<file path="src/rtl/sync_fifo_pkg.sv">
// Shared definitions for the programmable-threshold synchronous FIFO.
package sync_fifo_pkg;

  typedef enum logic {
    FWFT_OFF = 1'b0,
    FWFT_ON  = 1'b1
  } fwft_mode_e;

  // Occupancy must represent 0..DEPTH inclusive, hence one bit beyond the address width.
  function automatic int countWidth(input int depth);
    return $clog2(depth) + 1;
  endfunction

endpackage

</file>
<file path="src/rtl/sync_fifo_prog_if.sv">
// FIFO request/status bundle; the FIFO is the slave, its user is the master.
interface sync_fifo_prog_if
  import sync_fifo_pkg::*;
#(
  parameter int DWIDTH = 16,
  parameter int DEPTH  = 8
);
  localparam int CW = countWidth(DEPTH);

  logic              clr;
  logic              wr_en;
  logic [DWIDTH-1:0] data_in;
  logic              rd_en;
  logic [CW-1:0]     af_thresh;
  logic [CW-1:0]     ae_thresh;
  logic [DWIDTH-1:0] data_out;
  logic              rd_valid;
  logic              empty;
  logic              full;
  logic              almost_empty;
  logic              almost_full;
  logic [CW-1:0]     numel;
  logic              overflow;
  logic              underflow;

  modport master (
    output clr, wr_en, data_in, rd_en, af_thresh, ae_thresh,
    input  data_out, rd_valid, empty, full, almost_empty, almost_full,
           numel, overflow, underflow
  );

  modport slave (
    input  clr, wr_en, data_in, rd_en, af_thresh, ae_thresh,
    output data_out, rd_valid, empty, full, almost_empty, almost_full,
           numel, overflow, underflow
  );

endinterface

</file>
<file path="src/rtl/sync_fifo_prog_mem.sv">
// Storage array for sync_fifo_prog: one synchronous write port, one asynchronous read port.
module fifo_mem #(
  parameter int DWIDTH = 16,
  parameter int DEPTH  = 8,
  parameter int AW     = $clog2(DEPTH)
) (
  input  logic              clk,
  input  logic              i_we,
  input  logic [AW-1:0]     i_waddr,
  input  logic [DWIDTH-1:0] i_wdata,
  input  logic [AW-1:0]     i_raddr,
  output logic [DWIDTH-1:0] o_rdata
);

  logic [DWIDTH-1:0] r_mem [DEPTH];

  // Contents are deliberately left unreset; the pointers define what is valid.
  always_ff @(posedge clk) begin
    if (i_we) begin
      r_mem[i_waddr] <= i_wdata;
    end
  end

  assign o_rdata = r_mem[i_raddr];

endmodule

</file>
<file path="src/rtl/sync_fifo_prog.sv">
// Synchronous FIFO with programmable almost-full/empty levels, sticky error flags
// and a selectable registered or first-word-fall-through read side.
module sync_fifo_prog
  import sync_fifo_pkg::*;
#(
  parameter int DWIDTH = 16,
  parameter int DEPTH  = 8,
  parameter bit FWFT   = 1'b0
) (
  input  logic             clk,
  input  logic             rst,
  sync_fifo_prog_if.slave  bus
);

  localparam int AW = $clog2(DEPTH);
  localparam int CW = countWidth(DEPTH);

  logic [AW-1:0]     r_wrPtr;
  logic [AW-1:0]     r_rdPtr;
  logic [CW-1:0]     r_numel;
  logic              r_overflow;
  logic              r_underflow;
  logic              w_empty;
  logic              w_full;
  logic              w_rdAccept;
  logic              w_wrAccept;
  logic              w_memWe;
  logic [DWIDTH-1:0] w_memRdata;

  assign w_empty    = (r_numel == '0);
  assign w_full     = (r_numel == CW'(DEPTH));
  // A write into a full FIFO is allowed only when a read frees a slot on the same edge.
  assign w_rdAccept = bus.rd_en && !w_empty;
  assign w_wrAccept = bus.wr_en && (!w_full || w_rdAccept);
  assign w_memWe    = w_wrAccept && !bus.clr && !rst;

  fifo_mem #(
    .DWIDTH (DWIDTH),
    .DEPTH  (DEPTH),
    .AW     (AW)
  ) u_mem (
    .clk     (clk),
    .i_we    (w_memWe),
    .i_waddr (r_wrPtr),
    .i_wdata (bus.data_in),
    .i_raddr (r_rdPtr),
    .o_rdata (w_memRdata)
  );

  always_ff @(posedge clk) begin
    if (rst || bus.clr) begin
      r_wrPtr     <= '0;
      r_rdPtr     <= '0;
      r_numel     <= '0;
      r_overflow  <= 1'b0;
      r_underflow <= 1'b0;
    end else begin
      if (w_wrAccept) r_wrPtr <= r_wrPtr + 1'b1;
      if (w_rdAccept) r_rdPtr <= r_rdPtr + 1'b1;
      if (w_wrAccept && !w_rdAccept) r_numel <= r_numel + CW'(1);
      else if (!w_wrAccept && w_rdAccept) r_numel <= r_numel - CW'(1);
      if (bus.wr_en && !w_wrAccept) r_overflow  <= 1'b1;
      if (bus.rd_en && !w_rdAccept) r_underflow <= 1'b1;
    end
  end

  assign bus.numel        = r_numel;
  assign bus.empty        = w_empty;
  assign bus.full         = w_full;
  assign bus.almost_full  = (r_numel >= bus.af_thresh);
  assign bus.almost_empty = (r_numel <= bus.ae_thresh);
  assign bus.overflow     = r_overflow;
  assign bus.underflow    = r_underflow;

  if (fwft_mode_e'(FWFT) == FWFT_ON) begin : g_fwft
    assign bus.data_out = w_memRdata;
    assign bus.rd_valid = !w_empty;
  end else begin : g_regRead
    logic [DWIDTH-1:0] r_dataOut;
    logic              r_rdValid;

    // Data register only loads on an accepted pop; otherwise it holds the last word.
    always_ff @(posedge clk) begin
      if (rst) begin
        r_dataOut <= '0;
        r_rdValid <= 1'b0;
      end else if (bus.clr) begin
        r_rdValid <= 1'b0;
      end else begin
        r_rdValid <= w_rdAccept;
        if (w_rdAccept) r_dataOut <= w_memRdata;
      end
    end

    assign bus.data_out = r_dataOut;
    assign bus.rd_valid = r_rdValid;
  end

endmodule

</file>
<file path="src/flat_wrapper.sv">
// flat-port wrapper written by rule: the top's interface ports become plain ports
module sync_fifo_prog_flat import sync_fifo_pkg::*;
#(
  parameter int DWIDTH = 16,
  parameter int DEPTH  = 8,
  parameter bit FWFT   = 1'b0
)
  (clk, rst, bus_clr, bus_wr_en, bus_data_in, bus_rd_en, bus_af_thresh, bus_ae_thresh, bus_data_out, bus_rd_valid, bus_empty, bus_full, bus_almost_empty, bus_almost_full, bus_numel, bus_overflow, bus_underflow);
  sync_fifo_prog_if #(.DWIDTH(DWIDTH), .DEPTH(DEPTH)) bus_i ();
  input  logic clk;
  input  logic rst;
  input wire logic [$bits(bus_i.clr)-1:0] bus_clr;
  input wire logic [$bits(bus_i.wr_en)-1:0] bus_wr_en;
  input wire logic [$bits(bus_i.data_in)-1:0] bus_data_in;
  input wire logic [$bits(bus_i.rd_en)-1:0] bus_rd_en;
  input wire logic [$bits(bus_i.af_thresh)-1:0] bus_af_thresh;
  input wire logic [$bits(bus_i.ae_thresh)-1:0] bus_ae_thresh;
  output wire logic [$bits(bus_i.data_out)-1:0] bus_data_out;
  output wire logic [$bits(bus_i.rd_valid)-1:0] bus_rd_valid;
  output wire logic [$bits(bus_i.empty)-1:0] bus_empty;
  output wire logic [$bits(bus_i.full)-1:0] bus_full;
  output wire logic [$bits(bus_i.almost_empty)-1:0] bus_almost_empty;
  output wire logic [$bits(bus_i.almost_full)-1:0] bus_almost_full;
  output wire logic [$bits(bus_i.numel)-1:0] bus_numel;
  output wire logic [$bits(bus_i.overflow)-1:0] bus_overflow;
  output wire logic [$bits(bus_i.underflow)-1:0] bus_underflow;
  assign bus_i.clr = bus_clr;
  assign bus_i.wr_en = bus_wr_en;
  assign bus_i.data_in = bus_data_in;
  assign bus_i.rd_en = bus_rd_en;
  assign bus_i.af_thresh = bus_af_thresh;
  assign bus_i.ae_thresh = bus_ae_thresh;
  assign bus_data_out = bus_i.data_out;
  assign bus_rd_valid = bus_i.rd_valid;
  assign bus_empty = bus_i.empty;
  assign bus_full = bus_i.full;
  assign bus_almost_empty = bus_i.almost_empty;
  assign bus_almost_full = bus_i.almost_full;
  assign bus_numel = bus_i.numel;
  assign bus_overflow = bus_i.overflow;
  assign bus_underflow = bus_i.underflow;
  sync_fifo_prog #(.DWIDTH(DWIDTH), .DEPTH(DEPTH), .FWFT(FWFT)) u_core (.clk(clk), .rst(rst), .bus(bus_i));
endmodule
</file>
<file path="config.mk">
export PLATFORM = sky130hd
export DESIGN_NAME = sync_fifo_prog_flat
export DESIGN_NICKNAME = d
export VERILOG_FILES = /design/src/rtl/sync_fifo_pkg.sv /design/src/rtl/sync_fifo_prog_if.sv /design/src/rtl/sync_fifo_prog_mem.sv /design/src/rtl/sync_fifo_prog.sv /design/src/flat_wrapper.sv
export SDC_FILE = /design/constraint.sdc
export NUM_CORES = 1
export LEC_CHECK = 0
export ABC_CLOCK_PERIOD_IN_PS = 10700
export CORE_ASPECT_RATIO = 1.5
export CORE_MARGIN = 10
export CORE_UTILIZATION = 40
export CTS_CLUSTER_DIAMETER = 100
export DETAILED_ROUTE_END_ITERATION = 10
export DONT_BUFFER_PORTS = 1
export GPL_TIMING_DRIVEN = 0
export SYNTH_ARGS = -nofsm -noshare
export SYNTH_HDL_FRONTEND = slang
export SYNTH_HIERARCHICAL = 1
export SYNTH_SLANG_ARGS = --single-unit
</file>
<file path="constraint.sdc">
create_clock -name clk -period 10.7 [get_ports clk]
set_input_delay 3.21 -clock clk [delete_from_list [all_inputs] [get_ports clk]]
set_output_delay 3.21 -clock clk [all_outputs]
set_load 0.05 [all_outputs]
</file>
* Word level (Yosys, flattened, before mapping) *
Memories as Yosys holds them, arrays and structs flattened. A register that Yosys moved wholly into a read port is not among the register bits.
Cells that the tools add are included.

cells by class
  add/sub/neg operators = 4
  magnitude comparators = 2
  equal/unequal tests = 1
  multiplexer cells = 4
  bitwise operators = 1
  reductions and logical operators = 20

operator list
  cell                                              count
  logical AND 1 bit                                 8
  2-to-1 mux 4 bit                                  2
  adder 3 x 1 -> 3 bit, second input constant       2
  logical NOT 1 bit                                 6
  adder 4 x 1 -> 4 bit, second input constant       1
  == test 4 bit, second input constant              1
  >= comparator 4 bit                               1
  less-or-equal comparator 4 bit                    1
  logical NOT 4 bit                                 1
  subtractor 4 x 1 -> 4 bit, second input constant  1
  logical OR 1 bit                                  2
  2-to-1 mux 1 bit                                  2
  AND reduction 2 bit                               1
  nonzero test 2 bit                                1
  OR reduction 2 bit                                1
  NOT 1 bit                                         1

word-level totals
  register bits after elaboration = 13
  bits in writable memories = 128
  input port bits = 29
  output and inout bits = 27
  word-level logic and storage cells = 39
  memories = 1

memory list
  name                words  width  read ports  clocked after memory_dff  wr ports  line                      source
  u_core.u_mem.r_mem  8      16     1           1                         1         sync_fifo_prog_mem.sv:15  logic [DWIDTH-1:0] r_mem [DEPTH];

* Longest topological paths before layout *
  word-level depth = 9
  gate-level depth with buffers = 10
  mapped depth without buffers = 10

* Cells and area by module *
The synthesis kept the hierarchy.

by module, submodules not included
  module          instances  cells each  area each (um2)
  fifo_mem        1          198         4,973.5
  sync_fifo_prog  1          164         1,410.1

* Worst setup path before layout *
No wires, ideal clock.

  path type = input-to-output
  start = in bus_ae_thresh[1]
  end = out bus_almost_empty
  data arrival time = 5.037 ns
  required time = 7.490 ns
  setup slack = 2.453 ns
  stages = 6
  buffers on the path = 0
  cells stage by stage = inv_1 -> ha_1 -> nor2b_1 -> o21a_1 -> o21a_1 -> o21ai_0

on the way
  cells in the longest elaborated chain, start to end = 1

RTL lines
  what                            line                  source
  start, declared                 flat_wrapper.sv:17    input wire logic [$bits(bus_i.ae_thresh)-1:0] bus_ae_thresh;
  less-or-equal comparator 4 bit  sync_fifo_prog.sv:71  assign bus.almost_empty = (r_numel <= bus.ae_thresh);
  end, declared                   flat_wrapper.sv:22    output wire logic [$bits(bus_i.almost_empty)-1:0] bus_almost_empty;

No other way between the ends.

* Worst setup path after layout *
Ends and elaborated chain as after synthesis.

==> flow_metrics.env <==
export IMPL_core_um2=15630
export IMPL_wl_per_cell_um=20.70
export IMPL_skew_ns=0.01052
export IMPL_ys_async_sr_fraction=0
export IMPL_antenna_found_initial=0
export IMPL_hold_viol=0
export IMPL_nets=434
export IMPL_required_ns=7.49
export IMPL_post_route_min_period_ns=7.937
export IMPL_cp_max_fo=2
export IMPL_die_h_um=174.7
export IMPL_htreeDepth=4
export IMPL_gp_congestion=0.7326
export IMPL_synth_top_area_share=0.6021
export IMPL_synth_top_area_cell="edfxtp_1"
export IMPL_synthFlopType="edfxtp_1"
export IMPL_cts_root_buf="clkbuf_16"
export IMPL_min_from="u_core/r_rdPtr[1]"
export IMPL_fmax_mhz=126.0
export IMPL_ys_seq_elements=157
export IMPL_path_clk_slew_ns=0.06
export IMPL_maxCapViolations=0
export IMPL_netlist_area_um2=6384
export IMPL_synth_top_cells_by_count="edfxtp_1, nand2_1, dfxtp_1, mux4_1, nor2_1"
export IMPL_synth_most_common_cell="edfxtp_1"
export IMPL_fin_area_um2=7406
export IMPL_drive_gt1_frac=0.1911
export IMPL_grt_usage=0.1189
export IMPL_crit_path_start_kind="input port"
export IMPL_drc=0
export IMPL_start_util=0.4086
export IMPL_worstMarginPinSlew_ns=1.010
export IMPL_num_rows=56
export IMPL_yosysWarningCount=6
export IMPL_die_x_um=123.1
export IMPL_wl_um=12540
export IMPL_num_antenna_cells=0
export IMPL_fill_cells=1277
export IMPL_cts_sinks=157
export IMPL_irDropWorstVdd_uv=106.4
export IMPL_numCtsBuffers=17
export IMPL_period_share=0.7418
export IMPL_viasPerCell=5.276
export IMPL_status="finished clean"
export IMPL_clk_path_buf_depth=2
export IMPL_p_leak_uw=0.002489
export IMPL_rsz0062_at_grt="false"
export IMPL_dpl_cell_area_um2=6813
export IMPL_syn2layout_area_growth_pct=16.01
export IMPL_critical_path_startpoint="bus_ae_thresh[1]"
export IMPL_r2r_start="u_core/bus.numel[3]"
export IMPL_grt_max_degree=17
export IMPL_setup_tns_ns=0
export IMPL_endpoint_kind="output port"
export IMPL_yosysSeqAreaShare=0.6931
export IMPL_vias=3197
export IMPL_syn_mean_instance_area_um2=17.63
export IMPL_port_buffers=0
export IMPL_cp_data_arrival_time_ns=4.73
export IMPL_power_density_nw_per_um2=189.7
export IMPL_hpwl_um=8662
export IMPL_syn_nets=405
export IMPL_synth_cells=362
export IMPL_slew_viol_final=0
export IMPL_cts_resized_gates=0
export IMPL_drtAntennaViolNets=0
export IMPL_yosysUniqueCellTypes=37
export IMPL_synth_area_top_cells="edfxtp_1, mux4_1, dfxtp_1"
export IMPL_setup_viol_count_final=0
export IMPL_die_area_um2=21520
export IMPL_holdCritPathClass="reg2reg"
export IMPL_drt_iter0_drc=187
export IMPL_grt_ovfl_total=0
export IMPL_maxSlewHeadroom=0.3232
export IMPL_grt_pass1_vias=3279
export IMPL_holdBufCountCts=0
export IMPL_cts_tree="yes"
export IMPL_drtPass1Iterations=4
export IMPL_io_pins=56
export IMPL_crit_type="in2out"
export IMPL_cts_setup_buffers=0
export IMPL_synth_edf_count=128
export IMPL_worstSkewPairLatency_ns=0.41
export IMPL_grt_pass1_wl_um=19050
## state kept, by name, indices dropped and copies added (netlist names)
| register | cells |
|---|---|
| u_core/bus.rd_valid | 1 |
| u_core/bus.overflow | 1 |
| u_core/bus.numel | 4 |
| u_core/r_wrPtr | 3 |
| u_core/bus.data_out | 16 |
| u_core/u_mem/r_mem | 128 |
| u_core/bus.underflow | 1 |
| u_core/r_rdPtr | 3 |
## cells by family (layout without fill, tap and decap cells)
logic type,Yosys count,count (layout),share of synthesized area
buffers and inverters,29,70,0.02587
AOI/OAI and AO/OA,32,32,0.03313
muxes,51,51,0.1623
and+or+nand+nor,73,73,0.04880
adders and majority gates,14,14,0.02862
xor gates and xnor gates,6,6,0.008232
DFF,157,157,0.6931
## report_power, final
part,leakage [µW],total (µW),internal [µW],switching [µW]
Combinational,0.000815,98.4,44.1,54.3
Clock,0.000286,603,368,235
Sequential,0.00139,703,670,33.3
## final timing paths
check,slack [ns],cells after the start,to
worst max-delay path,2.76,6,bus_almost_empty
worst min-delay path,0.54,2,u_core/r_rdPtr[1]
worst max register to register,7.53,10,u_core/bus.numel[3]
worst min register to register,0.54,2,u_core/r_rdPtr[1]
## final cells by class
| cell class | count | area, µm² | share of cell area |
|---|---|---|---|
| flip-flops and latches | 157 | 4424 | 0.5974 |
| multi-input cells | 176 | 1826 | 0.2465 |
| clock buffers | 18 | 429.2 | 0.05795 |
| well taps | 203 | 254.0 | 0.03430 |
| clock inverters | 13 | 163.9 | 0.02213 |
| repair buffers | 10 | 143.9 | 0.01943 |
| plain buffers | 17 | 120.1 | 0.01622 |
| inverters | 12 | 45.04 | 0.006082 |
## stage by stage
stage	worst slack [ns]	utilization	total power, µW	hold WS (ns)	instances
after floorplan	2.453	-	790.6	0.4896	362
after CTS	2.747	0.4740	1420	0.5514	606
after global placement	2.378	0.4248	807.9	0.5103	565
after global routing	2.682	0.4740	1456	0.5800	606
final	2.763	0.4740	1405	0.5364	606
after detailed placement	2.749	0.4360	816.3	0.5365	575
## cell usage in the layout, fill, tap and decap left out, types with 4 or more instances in the layout
cell type	netlist	final
edfxtp_1	128	128
nand2_1	34	34
dfxtp_1	29	29
mux4_1	28	28
a21oi_1	20	20
nor2_1	25	19
clkbuf_16	0	17
mux2_2	16	16
ha_1	13	13
inv_1	12	12
buf_8	0	7
clkbuf_1	5	6
nor2_2	0	6
buf_1	4	5
buf_6	5	5
inv_6	0	4
nand2b_1	4	4
xor2_1	4	4
mux4_2	4	4
## metal layers
metal,GRT usage,share of wire,up-vias
li1,-,-,1470
met1,0.1291,0.39,1646
met2,0.2070,0.53,70
met3,0.03808,0.063,11
met4,0.04722,0.018,0
met5,0,0,-
## worst max-delay path: stages
cell	delay, ns
inv_1	0.02
ha_1	0.29
nor2b_1	0.14
o21a_1	0.17
o21a_1	0.16
o21ai_1	0.74
Note: power is estimated with default switching activity, not from simulation.
